===== config.mk =====
export PLATFORM = sky130hd
export DESIGN_NAME = rv32_alu_mc_fsm_flat
export DESIGN_NICKNAME = d
export VERILOG_FILES = /design/src/rtl/rv32_alu_pkg.sv /design/src/rtl/rv32_alu_mc_fsm_if.sv /design/src/rtl/rv32_alu_slice_adder.sv /design/src/rtl/rv32_alu_mc_fsm.sv /design/src/flat_wrapper.sv
export SDC_FILE = /design/constraint.sdc
export NUM_CORES = 1
export LEC_CHECK = 0
export CORE_ASPECT_RATIO = 1.5
export CORE_MARGIN = 1.5
export CORE_UTILIZATION = 58
export CTS_CLUSTER_SIZE = 10
export DETAILED_ROUTE_END_ITERATION = 10
export PLACE_DENSITY = 0.86
export SLEW_MARGIN = 25
export SYNTH_ARGS = -nofsm -noshare
export SYNTH_HDL_FRONTEND = slang
export SYNTH_HIERARCHICAL = 1
export SYNTH_SLANG_ARGS = --single-unit

===== constraint.sdc =====
create_clock -name i_clk -period 3.32 [get_ports i_clk]
set_input_delay 0.664 -clock i_clk [delete_from_list [all_inputs] [get_ports i_clk]]
set_output_delay 0.664 -clock i_clk [all_outputs]
set_load 0.02 [all_outputs]

===== src/rtl/rv32_alu_pkg.sv =====
// Shared opcode/state types and helpers for the multi-cycle RV32 ALU.
package rv32_alu_pkg;

    localparam int ALU_SEL_W = 4;

    typedef enum logic [ALU_SEL_W-1:0] {
        ALU_ADD  = 4'd0,
        ALU_SUB  = 4'd1,
        ALU_AND  = 4'd2,
        ALU_OR   = 4'd3,
        ALU_XOR  = 4'd4,
        ALU_SLL  = 4'd5,
        ALU_SRL  = 4'd6,
        ALU_SRA  = 4'd7,
        ALU_SLT  = 4'd8,
        ALU_SLTU = 4'd9
    } alu_op_e;

    typedef enum logic [1:0] {
        ST_IDLE,
        ST_ARITH,
        ST_SHIFT,
        ST_DONE
    } alu_state_e;

    // Unassigned opcode values fall back to ADD.
    function automatic alu_op_e decode_op(input logic [ALU_SEL_W-1:0] sel);
        if (sel <= 4'd9) return alu_op_e'(sel);
        return ALU_ADD;
    endfunction

    function automatic logic is_arith(input alu_op_e op);
        return (op == ALU_ADD) || (op == ALU_SUB) || (op == ALU_SLT) || (op == ALU_SLTU);
    endfunction

    function automatic logic uses_sub(input alu_op_e op);
        return (op == ALU_SUB) || (op == ALU_SLT) || (op == ALU_SLTU);
    endfunction

    function automatic logic is_shift(input alu_op_e op);
        return (op == ALU_SLL) || (op == ALU_SRL) || (op == ALU_SRA);
    endfunction

endpackage


===== src/rtl/rv32_alu_mc_fsm_if.sv =====
// Request/response bundle between an ALU client (master) and the ALU (slave).
interface rv32_alu_mc_fsm_if #(parameter int WIDTH = 32);
    import rv32_alu_pkg::*;

    logic                 i_en_alu;
    logic [WIDTH-1:0]     i_operand_one;
    logic [WIDTH-1:0]     i_operand_two;
    logic [ALU_SEL_W-1:0] i_alu_sel;
    logic                 i_ack;
    logic                 i_flush;
    logic                 o_ready;
    logic                 o_data_valid;
    logic [WIDTH-1:0]     o_result;
    logic                 o_carry_out;
    logic                 o_overflow;
    logic                 o_zero;

    modport master (
        output i_en_alu, i_operand_one, i_operand_two, i_alu_sel, i_ack, i_flush,
        input  o_ready, o_data_valid, o_result, o_carry_out, o_overflow, o_zero
    );

    modport slave (
        input  i_en_alu, i_operand_one, i_operand_two, i_alu_sel, i_ack, i_flush,
        output o_ready, o_data_valid, o_result, o_carry_out, o_overflow, o_zero
    );
endinterface


===== src/rtl/rv32_alu_slice_adder.sv =====
// SLICE-bit ripple adder with carry in/out, reused once per ARITH cycle.
module rv32_alu_slice_adder #(
    parameter int SLICE = 8
) (
    input  logic [SLICE-1:0] a,
    input  logic [SLICE-1:0] b,
    input  logic             cin,
    output logic [SLICE-1:0] sum,
    output logic             cout
);
    assign {cout, sum} = {1'b0, a} + {1'b0, b} + {{SLICE{1'b0}}, cin};
endmodule


===== src/rtl/rv32_alu_mc_fsm.sv =====
// Multi-cycle RV32 ALU: sliced adder for arithmetic, bit-serial shifter,
// result held in DONE until ack or flush.
//
// state    | meaning
// ST_IDLE  | ready, waiting for a request
// ST_ARITH | one adder slice per cycle, LSB first
// ST_SHIFT | one shift bit per cycle; single pass for logic ops / zero shifts
// ST_DONE  | result and flags valid, waiting for ack
module rv32_alu_mc_fsm
    import rv32_alu_pkg::*;
#(
    parameter int WIDTH = 32,
    parameter int SLICE = 8
) (
    input  logic             i_clk,
    input  logic             i_rst_n,
    rv32_alu_mc_fsm_if.slave alu
);
    localparam int N_SLICE = WIDTH / SLICE;
    localparam int CNT_W   = $clog2(WIDTH);

    if (WIDTH % SLICE != 0) begin : g_slice_check
        $error("rv32_alu_mc_fsm: WIDTH must be a multiple of SLICE");
    end

    alu_state_e       state_q, state_d;
    alu_op_e          op_q, op_d;
    logic [WIDTH-1:0] a_q, a_d, b_q, b_d, acc_q, acc_d, result_q, result_d;
    logic [CNT_W-1:0] cnt_q, cnt_d;
    logic             cin_q, cin_d, a_sign_q, a_sign_d, b_sign_q, b_sign_d;
    logic             shift_en_q, shift_en_d;
    logic             carry_q, carry_d, ovf_q, ovf_d, valid_q, valid_d;

    logic [SLICE-1:0] slice_sum;
    logic             slice_cout;
    logic [WIDTH-1:0] sum_ext, sum_full, shifted;
    logic [CNT_W-1:0] shamt;
    logic             ovf_raw, slt_bit;

    rv32_alu_slice_adder #(.SLICE(SLICE)) u_slice_adder (
        .a    (a_q[SLICE-1:0]),
        .b    (b_q[SLICE-1:0]),
        .cin  (cin_q),
        .sum  (slice_sum),
        .cout (slice_cout)
    );

    // Slices fill the accumulator from the top so the LSB slice lands at bit 0 last.
    assign sum_ext  = WIDTH'(slice_sum) << (WIDTH - SLICE);
    assign sum_full = (acc_q >> SLICE) | sum_ext;
    assign ovf_raw  = (a_sign_q == b_sign_q) && (sum_full[WIDTH-1] != a_sign_q);
    assign slt_bit  = sum_full[WIDTH-1] ^ ovf_raw;
    assign shamt    = alu.i_operand_two[CNT_W-1:0];

    always_comb begin
        shifted = a_q;
        if (shift_en_q) begin
            case (op_q)
                ALU_SLL: shifted = a_q << 1;
                ALU_SRL: shifted = a_q >> 1;
                ALU_SRA: shifted = {a_q[WIDTH-1], a_q[WIDTH-1:1]};
                default: shifted = a_q;
            endcase
        end
    end

    always_comb begin
        state_d    = state_q;
        op_d       = op_q;
        a_d        = a_q;
        b_d        = b_q;
        acc_d      = acc_q;
        cnt_d      = cnt_q;
        cin_d      = cin_q;
        a_sign_d   = a_sign_q;
        b_sign_d   = b_sign_q;
        shift_en_d = shift_en_q;
        result_d   = result_q;
        carry_d    = carry_q;
        ovf_d      = ovf_q;
        valid_d    = valid_q;

        case (state_q)
            ST_IDLE: begin
                if (alu.i_en_alu) begin
                    op_d       = decode_op(alu.i_alu_sel);
                    a_d        = alu.i_operand_one;
                    b_d        = uses_sub(op_d) ? ~alu.i_operand_two : alu.i_operand_two;
                    cin_d      = uses_sub(op_d);
                    a_sign_d   = alu.i_operand_one[WIDTH-1];
                    b_sign_d   = b_d[WIDTH-1];
                    acc_d      = '0;
                    shift_en_d = is_shift(op_d) && (shamt != '0);
                    if (is_arith(op_d)) begin
                        state_d = ST_ARITH;
                        cnt_d   = CNT_W'(N_SLICE - 1);
                    end else begin
                        // Logic ops and zero shifts take a single non-shifting pass.
                        state_d = ST_SHIFT;
                        cnt_d   = shift_en_d ? shamt - CNT_W'(1) : '0;
                    end
                end
            end
            ST_ARITH: begin
                a_d   = a_q >> SLICE;
                b_d   = b_q >> SLICE;
                cin_d = slice_cout;
                acc_d = sum_full;
                cnt_d = cnt_q - CNT_W'(1);
                if (cnt_q == '0) begin
                    state_d = ST_DONE;
                    valid_d = 1'b1;
                    carry_d = 1'b0;
                    ovf_d   = 1'b0;
                    case (op_q)
                        ALU_SLT:  result_d = {{(WIDTH-1){1'b0}}, slt_bit};
                        ALU_SLTU: result_d = {{(WIDTH-1){1'b0}}, ~slice_cout};
                        default: begin
                            result_d = sum_full;
                            carry_d  = slice_cout;
                            ovf_d    = ovf_raw;
                        end
                    endcase
                end
            end
            ST_SHIFT: begin
                a_d   = shifted;
                cnt_d = cnt_q - CNT_W'(1);
                if (cnt_q == '0) begin
                    state_d = ST_DONE;
                    valid_d = 1'b1;
                    carry_d = 1'b0;
                    ovf_d   = 1'b0;
                    case (op_q)
                        ALU_AND: result_d = a_q & b_q;
                        ALU_OR:  result_d = a_q | b_q;
                        ALU_XOR: result_d = a_q ^ b_q;
                        default: result_d = shifted;
                    endcase
                end
            end
            ST_DONE: begin
                if (alu.i_ack) begin
                    state_d = ST_IDLE;
                    valid_d = 1'b0;
                end
            end
            default: state_d = ST_IDLE;
        endcase

        if (alu.i_flush) begin
            state_d = ST_IDLE;
            valid_d = 1'b0;
        end
    end

    always_ff @(posedge i_clk) begin
        if (!i_rst_n) begin
            state_q    <= ST_IDLE;
            op_q       <= ALU_ADD;
            a_q        <= '0;
            b_q        <= '0;
            acc_q      <= '0;
            cnt_q      <= '0;
            cin_q      <= 1'b0;
            a_sign_q   <= 1'b0;
            b_sign_q   <= 1'b0;
            shift_en_q <= 1'b0;
            result_q   <= '0;
            carry_q    <= 1'b0;
            ovf_q      <= 1'b0;
            valid_q    <= 1'b0;
        end else begin
            state_q    <= state_d;
            op_q       <= op_d;
            a_q        <= a_d;
            b_q        <= b_d;
            acc_q      <= acc_d;
            cnt_q      <= cnt_d;
            cin_q      <= cin_d;
            a_sign_q   <= a_sign_d;
            b_sign_q   <= b_sign_d;
            shift_en_q <= shift_en_d;
            result_q   <= result_d;
            carry_q    <= carry_d;
            ovf_q      <= ovf_d;
            valid_q    <= valid_d;
        end
    end

    assign alu.o_ready      = (state_q == ST_IDLE);
    assign alu.o_data_valid = valid_q;
    assign alu.o_result     = result_q;
    assign alu.o_carry_out  = carry_q;
    assign alu.o_overflow   = ovf_q;
    assign alu.o_zero       = valid_q && (result_q == '0);
endmodule

===== src/flat_wrapper.sv =====
// flat-port wrapper written by rule: the top's interface ports become plain ports
module rv32_alu_mc_fsm_flat import rv32_alu_pkg::*;
#(
    parameter int WIDTH = 32,
    parameter int SLICE = 8
)
  (i_clk, i_rst_n, alu_i_en_alu, alu_i_operand_one, alu_i_operand_two, alu_i_alu_sel, alu_i_ack, alu_i_flush, alu_o_ready, alu_o_data_valid, alu_o_result, alu_o_carry_out, alu_o_overflow, alu_o_zero);
  rv32_alu_mc_fsm_if #(.WIDTH(WIDTH)) alu_i ();
  input  logic i_clk;
  input  logic i_rst_n;
  input wire logic [$bits(alu_i.i_en_alu)-1:0] alu_i_en_alu;
  input wire logic [$bits(alu_i.i_operand_one)-1:0] alu_i_operand_one;
  input wire logic [$bits(alu_i.i_operand_two)-1:0] alu_i_operand_two;
  input wire logic [$bits(alu_i.i_alu_sel)-1:0] alu_i_alu_sel;
  input wire logic [$bits(alu_i.i_ack)-1:0] alu_i_ack;
  input wire logic [$bits(alu_i.i_flush)-1:0] alu_i_flush;
  output wire logic [$bits(alu_i.o_ready)-1:0] alu_o_ready;
  output wire logic [$bits(alu_i.o_data_valid)-1:0] alu_o_data_valid;
  output wire logic [$bits(alu_i.o_result)-1:0] alu_o_result;
  output wire logic [$bits(alu_i.o_carry_out)-1:0] alu_o_carry_out;
  output wire logic [$bits(alu_i.o_overflow)-1:0] alu_o_overflow;
  output wire logic [$bits(alu_i.o_zero)-1:0] alu_o_zero;
  assign alu_i.i_en_alu = alu_i_en_alu;
  assign alu_i.i_operand_one = alu_i_operand_one;
  assign alu_i.i_operand_two = alu_i_operand_two;
  assign alu_i.i_alu_sel = alu_i_alu_sel;
  assign alu_i.i_ack = alu_i_ack;
  assign alu_i.i_flush = alu_i_flush;
  assign alu_o_ready = alu_i.o_ready;
  assign alu_o_data_valid = alu_i.o_data_valid;
  assign alu_o_result = alu_i.o_result;
  assign alu_o_carry_out = alu_i.o_carry_out;
  assign alu_o_overflow = alu_i.o_overflow;
  assign alu_o_zero = alu_i.o_zero;
  rv32_alu_mc_fsm #(.WIDTH(WIDTH), .SLICE(SLICE)) u_core (.i_clk(i_clk), .i_rst_n(i_rst_n), .alu(alu_i));
endmodule

Yosys cells after proc, flatten, opt, wreduce, memory -nomap -nowiden
Cells that the tools add are included.

Bits in registers: 146. Bits of input ports: 73. Logic and storage cells: 123. Output and inout port bits: 37.

$add $sub $neg: 4. Equality and inequality tests: 24. Multiplexer cells: 42. $lt $le $gt $ge: 1. Reductions and logical operators: 30. Bitwise gates (word level): 8.

Operator list (number): 32-bit one-hot mux with 3 select lines (3); 32-bit one-hot mux with 2 select lines (4); 32-bit 2-to-1 mux (7); 32-bit AND (1); 32-bit zero test (1); 32-bit NOT (1); 24-bit by 32-bit OR with 32-bit output (1); 32-bit OR (1); 32-bit bitwise XOR (1); 4-bit by 3-bit == test with 1-bit output, second input constant (7); 4-bit == test, second input constant (4); 4-bit 2-to-1 mux (4); 5-bit 2-to-1 mux (3); 1-bit 2-to-1 mux (11); 5-bit one-hot mux with 2 select lines (1); 5-bit by 1-bit subtractor with 5-bit output, second input constant (2); 8-bit by 8-bit adder with 9-bit output (1); 9-bit by 1-bit adder with 9-bit output (1); 3-bit AND reduction (3); 4-bit by 2-bit == test with 1-bit output, second input constant (2); 2-bit 2-to-1 mux (4); 1-bit one-hot mux with 2 select lines (4); 2-bit AND reduction (4); 2-bit nonzero test (4); 19 further kinds (34).

Longest topological paths before layout
Depth after elaboration: 15. Gate-level depth with buffers: 11. Gate-level depth less buffers: 11.

Modules after synthesis
Netlist, hierarchy kept.

Modules (own cells, without submodules): rv32_alu_mc_fsm (times used 1, cells each 1198, seq. area each 2762.6 µm², area an instance 9262.6 µm²); rv32_alu_slice_adder (times used 1, cells each 41, seq. area each 0.0 µm², area an instance 349.1 µm²).

Least setup slack after synthesis
OpenSTA, ideal clock, no wires.

Path type: register -> register. From: reg u_core.a_q[0]. To: reg u_core.result_q[0], in the netlist u_core/alu.o_result[0]. Stages on the path, launching flop included: 12. Library setup time: 0.075 ns. Clock period less this slack: 2.288 ns. Path slack: 1.032 ns. Arrival: 2.213 ns. Cells stage by stage: dfxtp_1 fa_1 a21oi_2 nand3b_1 a21boi_1 o41ai_2 xnor2_1 a21oi_1 or3_1 o21ai_0 a221oi_1 o22ai_1.

Word-level cells in the longest chain between the ends: 9. Elaborated cells between the ends (all ways): 17. Classes of those cells: add/sub (2); eq/ne (1); mux (7); bitwise (6); reduce/logical (1).

RTL lines: start: declaration (RTL line rv32_alu_mc_fsm.sv:28) `logic [WIDTH-1:0] a_q, a_d, b_q, b_d, acc_q, acc_d, result_q, result_d;`; start signal: assignment (RTL line rv32_alu_mc_fsm.sv:161) `a_q <= '0;`; start signal: assignment (RTL line rv32_alu_mc_fsm.sv:176) `a_q <= a_d;`; 8-bit by 8-bit adder with 9-bit output (*) (RTL line rv32_alu_slice_adder.sv:11) `assign {cout, sum} = {1'b0, a} + {1'b0, b} + {{SLICE{1'b0}}, cin};`; 9-bit by 1-bit adder with 9-bit output (*) (RTL line rv32_alu_slice_adder.sv:11); named net u_core.slice_sum[7] (RTL line rv32_alu_mc_fsm.sv:34) `logic [SLICE-1:0] slice_sum;`; 24-bit by 32-bit OR with 32-bit output (*) (RTL line rv32_alu_mc_fsm.sv:50) `assign sum_full = (acc_q >> SLICE) | sum_ext;`; 1-bit != test (RTL line rv32_alu_mc_fsm.sv:51) `assign ovf_raw = (a_sign_q == b_sign_q) && (sum_full[WIDTH-1] != a_sign_q);`; 1-bit logical AND (RTL line rv32_alu_mc_fsm.sv:51); 1-bit bitwise XOR (*) (RTL line rv32_alu_mc_fsm.sv:52) `assign slt_bit = sum_full[WIDTH-1] ^ ovf_raw;`; 32-bit one-hot mux with 2 select lines (*) (RTL line rv32_alu_mc_fsm.sv:115) `case (op_q)`; 32-bit 2-to-1 mux (*) (RTL line rv32_alu_mc_fsm.sv:110) `if (cnt_q == '0) begin`; 32-bit one-hot mux with 2 select lines (*) (RTL line rv32_alu_mc_fsm.sv:83) `case (state_q)`; end signal: assignment (RTL line rv32_alu_mc_fsm.sv:184) `result_q <= result_d;`; end: declaration (RTL line rv32_alu_mc_fsm.sv:28).

Mark *: on every way through the listed nets, which the timed path passes. The rest lies on a longest branch. The select of a mux whose other input is x is not followed. A chain may end at the register's enable or synchronous reset.

Worst setup path after layout
From: reg u_core.valid_q, in the netlist u_core/alu.o_data_valid. To: out alu_o_zero.

Word-level cells in the longest chain between the ends: 1.

RTL lines: start: declaration (RTL line rv32_alu_mc_fsm.sv:32) `logic carry_q, carry_d, ovf_q, ovf_d, valid_q, valid_d;`; start signal: assignment (RTL line rv32_alu_mc_fsm.sv:187) `valid_q <= valid_d;`; 1-bit logical AND (RTL line rv32_alu_mc_fsm.sv:196) `assign alu.o_zero = valid_q && (result_q == '0);`; end: declaration (RTL line flat_wrapper.sv:22) `output wire logic [$bits(alu_i.o_zero)-1:0] alu_o_zero;`.

Every way passes these cells.

==> impl_results.md <==
* Row cnt at 57
* Post-cts resize count at 0
* Worst vdd ir at 0.000428 V
* Main synth FF type: dfxtp_1
* First-pass GRT wire length at between 50 and 60 mm
* Setup TNS at 0 ns
* RSZ-0062 raised after global routing: false
* Layout cells sized above 1 at about 6.2%
* Placed cell count at 1,482
* Max incr delay on CP at 0.63 ns
* Initial DRT Pass Iterations at 8
* DR WL/cell at 22.9 um
* Die area at 0.0174 sq mm
* H-tree depth at 4
* Port buffer count at around 110
* Hold path cells at 2
* Largest net degree at the start of global routing at 70
* PwrDens at about 500 mW/mm^2
* CTS Root Cell: clkbuf_16
* Gr ovfl total at 0
* Fill count at roughly 1,300
* Final Max Slew Viols at 0
* CP Cell Sequence: nor4b_1, nand4_1, nor3_1, clkdlybuf4s50_1
* Core area at 0.0162 sq mm
* Fin crit share at 88.6%
* Largest fanout on the critical path at 3
* Library cells used by synthesis at 65
* Worst-Margin Slew at 0.939 ns
* Nets at between 1,000 and 1,500
* Ports at 110
* Setup crit start kind: flip-flop
* Synth warn at 6
* Area leader, netlist: dfxtp_1
* Routed WL at between 30 and 40 mm
* Drc violations at 0
* Routability cong. at 1.01
* Hold-fix buffers, CTS at 0
* Die Ht at approximately 160 um
* Clock Latency Late Sink at around 0.43 ns
* CTS clk-pin slew, worst paths at 0.06 ns
* Fin crit period at 2.94 ns
* Setup Crit Path Kind: reg2out
* Total GRT Usage at ~40%
* Async S/R FF share, synth at 0%
* Setup ws final at about 0.38 ns
* Vias in the first global route at slightly below 10,000
* Starting Density at roughly three fifths
* Synth top area share at between 20 and 30%
* Critical path's slowest cell: clkdlybuf4s50_1
* # Post-CTS Setup Buffers at 0
* Final Non-Filler Cells at roughly 1,500
* DR vias/cell at between 6 and 7
* Area delta synth->final at 19.1%
* Initial antenna violation count at 0
* Die W at ~110 um
* Final setup fails at 0
* Area contributors post-synth: dfxtp_1, ha_1, a22oi_1, o21ai_0, nand2_1
* Post-synthesis average cell area at roughly 7.8 sq um
* Max-cap violations at 0
* EDFF count, synth at 0
* Post-synth top cells: dfxtp_1, o21ai_0, nand2_1, nor2_1
* Iter 0 DRT Violations at roughly 1,600
* Vias at 10,300
* Post-detail-place hpwl at 24.6 mm
* Worst slack at placement at between 0.7 and 0.8 ns
* CTS tree: done
* Most frequent cell after synthesis: dfxtp_1
* Clock skew at around 0.011 ns
* Max-slew headroom at 37.2%
* Routed Antenna Nets at 0
* Endpoints failing hold at 0
* Syn Std Cell Area at a little under 0.01 sq mm
* Hold WC Path Type: reg2reg
* #FFs+latches synth at roughly 140
* Worst R2R Path Depth at 11
* Post-synthesis sequential area ratio at between 20% and 30%
* Leakage at around 4.4 nW
* Sink Count at 138
* Crit. End Element: output pin
* CTS Buf Count at 17
* N_diodes at 0
* Cells after Synth at about 1,200
* Syn nets at 1,393
* Fmax at around 340 MHz
* Run status: finished, final reports clean
* Worst EP required at roughly 2.7 ns
* Critical path data arrival time at 2.28 ns
* Clock Tree Buf Depth at 2
## sequential cells by signal, indices dropped and copies added (netlist names)
register / cells
u_core/state_q: 2
u_core/acc_q: 24
u_core/b_sign_q: 1
u_core/cin_q: 1
u_core/a_sign_q: 1
u_core/cnt_q: 5
u_core/b_q: 32
u_core/alu.o_result: 32
u_core/alu.o_overflow: 1
u_core/alu.o_data_valid: 1
u_core/alu.o_carry_out: 1
u_core/shift_en_q: 1
u_core/a_q: 32
u_core/op_q: 4
## metrics by stage
stage	hold WS [ns]	power, mW	instance area [sq um]	utilization [%]
6_report	0.486	5.72	11400	70.7
5_1_grt	0.507	5.93	11400	70.7
4_1_cts	0.486	5.66	11400	70.7
3_5_place_dp	0.473	3.60	10800	66.7
3_3_place_gp	0.452	3.56	10800	66.7
2_1_floorplan	0.445	2.99	9610	-
## path summary, 6_finish.rpt
check,from,to,slack (ns)
hold / removal,u_core/alu.o_carry_out,u_core/alu.o_carry_out,0.49
setup reg to reg,u_core/a_q[0],u_core/alu.o_result[0],0.65
hold reg to reg,u_core/alu.o_carry_out,u_core/alu.o_carry_out,0.49
setup / recovery,u_core/alu.o_data_valid,alu_o_zero,0.38
## critical path, delay by kind of cell, from the launching register on
kind | cells | cell delay [ns]
AND/OR/NAND/NOR | 3 | 0.84
buffers and inverters | 1 | 0.63
flip-flops | 1 | 0.38
## routing by layer
layer | share of wire, % | global-route usage [%]
met5 | 0 | 0
met4 | 7.5 | 27.8
met3 | 11 | 10.8
met2 | 45 | 62.8
met1 | 36 | 47.5
## layout by cell type (no fill, tap or decap), types with 7 or more instances in the layout
cell and count:
dfxtp_1 138, o21ai_0 116, clkdlybuf4s50_1 108, nand2_1 93, nor2_1 87, inv_1 83
a22oi_1 83, ha_1 78, a21oi_1 65, a31oi_1 41, nand3_1 38, xor2_1 32
buf_4 32, o22ai_1 29, nor2b_1 27, mux2i_1 27, o211ai_1 23, a32oi_1 19
clkbuf_16 17, a211oi_1 16, nor4_1 8, nor3_1 8, nor3b_1 8, o32ai_1 7
o221ai_1 7, xnor2_1 7
## layout make-up
type,instances,area (sq um),area share (%)
multi-input combinational,910,6100,53.3
sequential,138,2760,24.1
timing repair buffer,143,1370,11.9
clock buffer,23,508,4.44
inverter,85,319,2.79
tap,206,258,2.25
clock inverter,8,131,1.15
## kinds of logic after synthesis
kind of cell / Yosys count / share of synthesized area (%)
multiplexers: 27 / 2.81
adder cells (fa/ha/maj): 81 / 10.7
flip-flops: 138 / 28.7
buffers and inverters: 191 / 7.93
XOR/XNOR: 39 / 3.55
AO/OA/AOI/OAI: 459 / 31.3
AND/OR/NAND/NOR: 304 / 14.9
## where the power goes
part           internal (mW)  switching (mW)  total (mW)
sequential              1.80           0.248        2.05
clock                   1.30           0.767        2.07
combinational          0.623           0.977        1.60
No activity file was read; power rests on OpenSTA's default activity.
